**config.mk**
```make
export PLATFORM = sky130hd
export DESIGN_NAME = mdu_flat
export DESIGN_NICKNAME = d
export VERILOG_FILES = /design/src/rtl/mdu_pkg.sv /design/src/rtl/mdu_if.sv /design/src/rtl/mdu_divider.sv /design/src/rtl/mdu.sv /design/src/flat_wrapper.sv
export SDC_FILE = /design/constraint.sdc
export NUM_CORES = 2
export LEC_CHECK = 0
export BUFFER_PORTS_ARGS = -buffer_cell sky130_fd_sc_hd__buf_4
export CAP_MARGIN = 10
export CORE_UTILIZATION = 60
export DETAILED_ROUTE_END_ITERATION = 16
export PLACE_DENSITY = 0.76
export SLEW_MARGIN = 20
export SYNTH_ARGS = -nofsm -noshare
export SYNTH_HDL_FRONTEND = slang
export SYNTH_SLANG_ARGS = --single-unit
```
**constraint.sdc**
```tcl
create_clock -name clk -period 25.4 [get_ports clk]
set_input_delay 0 -clock clk [delete_from_list [all_inputs] [get_ports clk]]
set_output_delay 0 -clock clk [all_outputs]
set_load 0.1 [all_outputs]
```
**src/rtl/mdu_pkg.sv**
```systemverilog
// ============================================================================
// Module : mdu_pkg
// Brief  : Shared opcode encodings, FSM states and latencies for the MDU.
// Rev    : 1.0  initial release
// ============================================================================
`timescale 1ns/1ps
`default_nettype none

package mdu_pkg;

    localparam logic [2:0] MDU_MULT  = 3'd0;
    localparam logic [2:0] MDU_MULTU = 3'd1;
    localparam logic [2:0] MDU_DIV   = 3'd2;
    localparam logic [2:0] MDU_DIVU  = 3'd3;
    localparam logic [2:0] MDU_MTHI  = 3'd4;
    localparam logic [2:0] MDU_MTLO  = 3'd5;

    // Fixed by the 1-bit-per-cycle divider; must not be overridden.
    localparam int DIV_LAT = 32;

    typedef enum logic [1:0] {
        ST_IDLE = 2'd0,
        ST_MUL  = 2'd1,
        ST_DIV  = 2'd2
    } mdu_state_e;

    function automatic logic is_div_op(input logic [2:0] op);
        return (op == MDU_DIV) || (op == MDU_DIVU);
    endfunction

endpackage

`default_nettype wire

```
**src/rtl/mdu_if.sv**
```systemverilog
// ============================================================================
// Module : mdu_if
// Brief  : EX-stage request/response bundle between the hazard/EX logic and
//          the MDU. The flush signal exists only when MDU_FLUSH_EN is defined.
// Rev    : 1.0  initial release
// ============================================================================
`timescale 1ns/1ps
`default_nettype none

interface mdu_if;
    logic [31:0] A;
    logic [31:0] B;
    logic [2:0]  op;
    logic        start;
    logic        busy;
    logic [31:0] HI;
    logic [31:0] LO;
`ifdef MDU_FLUSH_EN
    logic        flush;
`endif

    modport master (
        output A, B, op, start,
`ifdef MDU_FLUSH_EN
        output flush,
`endif
        input  busy, HI, LO
    );

    modport slave (
        input  A, B, op, start,
`ifdef MDU_FLUSH_EN
        input  flush,
`endif
        output busy, HI, LO
    );
endinterface

`default_nettype wire

```
**src/rtl/mdu_divider.sv**
```systemverilog
// ============================================================================
// Module : mdu_divider
// Brief  : Unsigned 32-bit restoring divider, one quotient bit per cycle.
//          The load edge performs the first step, so done rises 32 cycles later.
// Rev    : 1.0  initial release
// ============================================================================
`timescale 1ns/1ps
`default_nettype none

module mdu_divider (
    input  wire         clk,
    input  wire         reset,
    input  wire         load,
    input  wire  [31:0] dividend,
    input  wire  [31:0] divisor,
    output logic [31:0] quotient,
    output logic [31:0] remainder,
    output logic        done
);

    localparam logic [5:0] c_steps = 6'd32;

    logic [31:0] r_rem;
    logic [31:0] r_quo;
    logic [31:0] r_dvs;
    logic [5:0]  r_cnt;
    logic        r_done;

    logic [31:0] w_rem_in;
    logic [31:0] w_quo_in;
    logic [31:0] w_dvs_in;
    logic [32:0] w_shift;
    logic [31:0] w_sub;
    logic        w_ge;
    logic [31:0] w_rem_nx;
    logic [31:0] w_quo_nx;

    always_comb begin
        w_rem_in = load ? 32'd0    : r_rem;
        w_quo_in = load ? dividend : r_quo;
        w_dvs_in = load ? divisor  : r_dvs;
        w_shift  = {w_rem_in, w_quo_in[31]};
        w_ge     = (w_shift >= {1'b0, w_dvs_in});
        // Difference always fits in 32 bits whenever it is taken.
        w_sub    = w_shift[31:0] - w_dvs_in;
        w_rem_nx = w_ge ? w_sub : w_shift[31:0];
        w_quo_nx = {w_quo_in[30:0], w_ge};
    end

    always_ff @(posedge clk) begin
        if (reset) begin
            r_rem  <= '0;
            r_quo  <= '0;
            r_dvs  <= '0;
            r_cnt  <= '0;
            r_done <= 1'b0;
        end else if (load) begin
            r_rem  <= w_rem_nx;
            r_quo  <= w_quo_nx;
            r_dvs  <= divisor;
            r_cnt  <= 6'd1;
            r_done <= 1'b0;
        end else if (r_cnt != 6'd0 && r_cnt != c_steps) begin
            r_rem  <= w_rem_nx;
            r_quo  <= w_quo_nx;
            r_cnt  <= r_cnt + 6'd1;
            r_done <= (r_cnt == c_steps - 6'd1);
        end
    end

    assign quotient  = r_quo;
    assign remainder = r_rem;
    assign done      = r_done;

endmodule

`default_nettype wire

```
**src/rtl/mdu.sv**
```systemverilog
// ============================================================================
// Module : mdu
// Brief  : Multi-cycle multiply/divide unit owning the architectural HI/LO.
//          Optional MDU_FLUSH_EN adds a flush input that aborts in-flight ops.
// Rev    : 1.0  initial release
// ============================================================================
`timescale 1ns/1ps
`default_nettype none

module mdu
    import mdu_pkg::*;
#(
    parameter int MULT_LAT = 5
) (
    input  wire   clk,
    input  wire   reset,
    mdu_if.slave  bus
);

    mdu_state_e  r_state;
    logic [5:0]  r_cnt;
    logic        r_busy;
    logic [31:0] r_hi;
    logic [31:0] r_lo;
    logic [63:0] r_prod;
    logic [31:0] r_a;
    logic [31:0] r_b;
    logic        r_div_signed;

    logic        w_flush;
    logic        w_accept;
    logic        w_div_load;
    logic        w_mul_signed;
    logic        w_div_signed;
    logic [63:0] w_a64;
    logic [63:0] w_b64;
    logic [63:0] w_prod;
    logic [31:0] w_dvd;
    logic [31:0] w_dvs;
    logic [31:0] w_q_mag;
    logic [31:0] w_r_mag;
    logic        w_div_done;
    logic [31:0] w_res_hi;
    logic [31:0] w_res_lo;

`ifdef MDU_FLUSH_EN
    assign w_flush = bus.flush;
`else
    assign w_flush = 1'b0;
`endif

    assign w_accept     = bus.start && !w_flush && (r_state == ST_IDLE);
    assign w_div_load   = w_accept && is_div_op(bus.op);
    assign w_mul_signed = (bus.op == MDU_MULT);
    assign w_div_signed = (bus.op == MDU_DIV);

    // Low 64 bits of a product of 64-bit extensions equal the true product.
    assign w_a64  = {{32{w_mul_signed & bus.A[31]}}, bus.A};
    assign w_b64  = {{32{w_mul_signed & bus.B[31]}}, bus.B};
    assign w_prod = w_a64 * w_b64;

    assign w_dvd = (w_div_signed && bus.A[31]) ? -bus.A : bus.A;
    assign w_dvs = (w_div_signed && bus.B[31]) ? -bus.B : bus.B;

    mdu_divider u_divider (
        .clk       (clk),
        .reset     (reset),
        .load      (w_div_load),
        .dividend  (w_dvd),
        .divisor   (w_dvs),
        .quotient  (w_q_mag),
        .remainder (w_r_mag),
        .done      (w_div_done)
    );

    // Sign restoration plus the divide-by-zero and overflow overrides.
    always_comb begin
        w_res_lo = (r_div_signed && (r_a[31] ^ r_b[31])) ? -w_q_mag : w_q_mag;
        w_res_hi = (r_div_signed && r_a[31]) ? -w_r_mag : w_r_mag;
        if (r_b == 32'd0) begin
            w_res_lo = 32'hFFFF_FFFF;
            w_res_hi = r_a;
        end else if (r_div_signed && r_a == 32'h8000_0000 && r_b == 32'hFFFF_FFFF) begin
            w_res_lo = 32'h8000_0000;
            w_res_hi = 32'd0;
        end
    end

    always_ff @(posedge clk) begin
        if (reset) begin
            r_state      <= ST_IDLE;
            r_cnt        <= '0;
            r_busy       <= 1'b0;
            r_hi         <= '0;
            r_lo         <= '0;
            r_prod       <= '0;
            r_a          <= '0;
            r_b          <= '0;
            r_div_signed <= 1'b0;
        end else if (w_flush) begin
            r_state <= ST_IDLE;
            r_cnt   <= '0;
            r_busy  <= 1'b0;
        end else begin
            case (r_state)
                ST_IDLE: begin
                    if (bus.start) begin
                        case (bus.op)
                            MDU_MULT, MDU_MULTU: begin
                                r_state <= ST_MUL;
                                r_cnt   <= 6'(MULT_LAT);
                                r_busy  <= 1'b1;
                                r_prod  <= w_prod;
                            end
                            MDU_DIV, MDU_DIVU: begin
                                r_state      <= ST_DIV;
                                r_cnt        <= 6'(DIV_LAT);
                                r_busy       <= 1'b1;
                                r_a          <= bus.A;
                                r_b          <= bus.B;
                                r_div_signed <= w_div_signed;
                            end
                            MDU_MTHI: r_hi <= bus.A;
                            MDU_MTLO: r_lo <= bus.A;
                            default: ;
                        endcase
                    end
                end
                ST_MUL: begin
                    if (r_cnt == 6'd1) begin
                        {r_hi, r_lo} <= r_prod;
                        r_state      <= ST_IDLE;
                        r_busy       <= 1'b0;
                        r_cnt        <= '0;
                    end else begin
                        r_cnt <= r_cnt - 6'd1;
                    end
                end
                ST_DIV: begin
                    if (w_div_done) begin
                        r_hi    <= w_res_hi;
                        r_lo    <= w_res_lo;
                        r_state <= ST_IDLE;
                        r_busy  <= 1'b0;
                        r_cnt   <= '0;
                    end else begin
                        r_cnt <= r_cnt - 6'd1;
                    end
                end
                default: begin
                    r_state <= ST_IDLE;
                    r_busy  <= 1'b0;
                end
            endcase
        end
    end

    assign bus.busy = r_busy;
    assign bus.HI   = r_hi;
    assign bus.LO   = r_lo;

endmodule

`default_nettype wire

```
**src/flat_wrapper.sv**
```systemverilog
// flat-port wrapper written by rule: the top's interface ports become plain ports
module mdu_flat import mdu_pkg::*;
#(
    parameter int MULT_LAT = 5
)
  (clk, reset, bus_A, bus_B, bus_op, bus_start, bus_busy, bus_HI, bus_LO);
  mdu_if bus_i ();
  input  wire clk;
  input  wire reset;
  input wire logic [$bits(bus_i.A)-1:0] bus_A;
  input wire logic [$bits(bus_i.B)-1:0] bus_B;
  input wire logic [$bits(bus_i.op)-1:0] bus_op;
  input wire logic [$bits(bus_i.start)-1:0] bus_start;
  output wire logic [$bits(bus_i.busy)-1:0] bus_busy;
  output wire logic [$bits(bus_i.HI)-1:0] bus_HI;
  output wire logic [$bits(bus_i.LO)-1:0] bus_LO;
  assign bus_i.A = bus_A;
  assign bus_i.B = bus_B;
  assign bus_i.op = bus_op;
  assign bus_i.start = bus_start;
  assign bus_busy = bus_i.busy;
  assign bus_HI = bus_i.HI;
  assign bus_LO = bus_i.LO;
  mdu #(.MULT_LAT(MULT_LAT)) u_core (.clk(clk), .reset(reset), .bus(bus_i));
endmodule
```
==> results.cfg <==
[worst_setup_path]
crit_slowest_cell = fa_1
required_ns = 25.83
crit_fanout = 22
crit_path_end_kind = register
rrSetupSlack_ns = 19.29
critical_path_class = in2reg
r2r_start = u_core.r_state[0]$_SDFFE_PP0P_
cpMostUsedCell = fa_1
reg2regPathDepth = 16
critPathLaunchType = input port
crit_arrival_ns = 10.20
worst_r2r_endpoint = u_core.u_divider.remainder[15]$_SDFFE_PP0P_
cp_slowest_stage_delay_ns = 1.12

[routing]
dr.pass1.iters = 6
wire_per_inst_um = 21.93
drtIter0Drc = 5064
ant_nets = 0
vias = 45910
via_per_inst = 6.017
drc = 0
finalWirelength_um = 167300

[clock_network]
cts.path.max_buffers = 3
cts_sinks = 305
cts_tree = done
clkTransAtPathRegs_ns = 0.06
htree_levels = 1
cts_root_buf = clkbuf_16
insertion_delay_ns = 0.59
cts_buffers = 31

[timing]
max_freq_mhz = 102.4
worstMarginPinSlew_ns = 1.051
hold_ws_ns = 0.02237
setup-tns-final_ns = 0
final-max-slew-violation-count = 0
min_period_ns = 9.762
skew_ns = 0.01285
slew_headroom_pct = 29.94
rsz0062_at_grt = no
finalCritPeriodShare_pct = 38.43
setup_viol = 0
hold_viol = 0

[synth]
synth_most_common_cell = nand2_1
synth_compound_area_share_pct = 9.811
synth.yosys.seq_area_share_pct = 10.98
synth-seq-cells = 305
synth.largest_area_cell = fa_1
syn-cell-area_um2 = 55590
synthXorXnorAreaFrac_pct = 3.261
ys.flop_type = dfxtp_1
syn-num-nets = 8056
ys.warnings.count = 0
synth-edff-count = 0
syn_area_per_cell_um2 = 8.416
synth-simple-area-share_pct = 18.26
synth_cell_types = 79
async_flop_share_pct = 0
syn_inst = 6605
synth_top_family_by_area = adder cells
synth_fa_ha_area_share_pct = 46.29
synthMuxAreaShare_pct = 0.6122
synth_top_area_share_pct = 40.55
synth_commonest_cells = nand2_1 (1158), inv_1 (1148), fa_1 (1126), and2_1 (375), nor2_1 (368)
ys_top_cells_by_area = fa_1 (41%), dfxtp_1 (11%), nand2_1 (7.8%), inv_1 (7.8%), ha_1 (5.7%)

[worst_hold_path]
hp-start = bus_B[24]
min_path_cells = 3
holdPathEnd = u_core.r_b[24]$_SDFFE_PP0P_
hold_class = in2reg

[status]
status = finished clean

[floorplanning]
io_pins = 135
die_area_um2 = 93870
row_count = 111
die_h_um = 306.4
design.core.area_um2 = 91660
initial_core_util_pct = 60.64
die_w_um = 306.4

[global_route]
grt_use_total_pct = 36.59
grt_pass1_wl_um = 266100
grt-ovfl-total = 0
grt_pass1_vias = 48070
antenna_found_initial = 14
grt_max_degree = 175

[cells_and_area]
nFillCells = 7795
drive_above_1_share_pct = 3.883
layout.nets = 7874
area_delta_synth_final_pct = 4.954

[flow_run]
cap_violations = 0

[placement]
globalplace.congestion = 1.004
dp_hpwl_um = 122200
portBuffers = 134
[final cells by class]
cell class              count  area (um2)  area share [%]
clock inverters             8       72.57          0.1244
diodes                      5       12.51         0.02145
inverters                1148        4309           7.386
repair buffers            231        1949           3.341
multi-input cells        4706       43560           74.66
clock buffers              41       853.3           1.463
flip-flops and latches    305        6106           10.47
well taps                1186        1484           2.543
[timing repair]
action / CTS / global route
setup buffers: 0 / 0
hold buffers: 70 / 0
hold endpoints to repair: 134 / 0
gates resized for setup: 0 / 0
[flip-flops by register name, indices dropped and copies added (netlist names), 32 cells and up]
| signal | cells |
|---|---|
| u_core.r_prod | 64 |
| u_core.bus.HI | 32 |
| u_core.bus.LO | 32 |
| u_core.r_a | 32 |
| u_core.u_divider.r_dvs | 32 |
| u_core.r_b | 32 |
| u_core.u_divider.remainder | 32 |
| u_core.u_divider.quotient | 32 |
[layout by cell type, fill, tap and decap left out, types with 64 or more instances in the layout]
| master | n |
|---|---|
| nand2_1 | 1156 |
| inv_1 | 1148 |
| fa_1 | 1125 |
| and2_1 | 375 |
| nor2_1 | 366 |
| a21oi_1 | 344 |
| dfxtp_1 | 305 |
| ha_1 | 252 |
| buf_4 | 158 |
| xnor2_1 | 123 |
| o21ai_0 | 111 |
| xor2_1 | 84 |
| dlygate4sd3_1 | 70 |
| a21o_1 | 64 |
[worst max-delay path: cells and delay by family]
family | cells | cell delay (ns)
buf+inv | 8 | 1.91
compound gates | 5 | 0.94
mux | 1 | 0.23
simple gates | 6 | 1.97
fa+ha+maj | 9 | 5.10
[metrics by stage]
| step | util [%] | instances | area [um2] | worst slack, ns |
|---|---|---|---|---|
| final | 63.65 | 7630 | 58340 | 15.64 |
| after global routing | 63.64 | 7626 | 58330 | 15.26 |
| after CTS | 63.60 | 7624 | 58300 | 15.65 |
| after detailed placement | 61.83 | 7505 | 56670 | 15.66 |
| after global placement | 61.83 | 7505 | 56670 | 15.71 |
| after floorplan | - | 6605 | 55590 | 17.18 |
[cells by family after synthesis]
kind of cell | Yosys count
adders and majority gates | 1381
AOI/OAI and AO/OA | 852
xor gates and xnor gates | 207
DFF | 305
and+or+nand+nor | 2232
muxes | 34
buffers and inverters | 1594
[worst max-delay path by stage]
stage / startpoint / end / slack [ns]
detailed placement: bus_op[2] / u_core.r_prod[61]$_SDFFE_PP0P_ / 15.66
global route: bus_op[2] / u_core.r_prod[63]$_SDFFE_PP0P_ / 15.26
finish: bus_op[2] / u_core.r_prod[61]$_SDFFE_PP0P_ / 15.64
CTS: bus_op[2] / u_core.r_prod[61]$_SDFFE_PP0P_ / 15.65
global placement: bus_op[2] / u_core.r_prod[61]$_SDFFE_PP0P_ / 15.71
floorplan: bus_op[2] / u_core.r_prod[61]$_SDFFE_PP0P_ / 17.18
[routing by layer]
metal  wire length (um)  part of all wire, %  vias up  GRT usage [%]
li1                   -                    -    19920              -
met1              63730                   38    23170          47.45
met2              78160                   47     2334          59.90
met3              16270                  9.7      472          6.249
met4               9118                  5.4        6          17.22
met5                 40                0.024        -              0
Power is left out: the tool's default activity adds up to more than one toggle a clock period on the data nets, which glitch-free logic cannot reach.
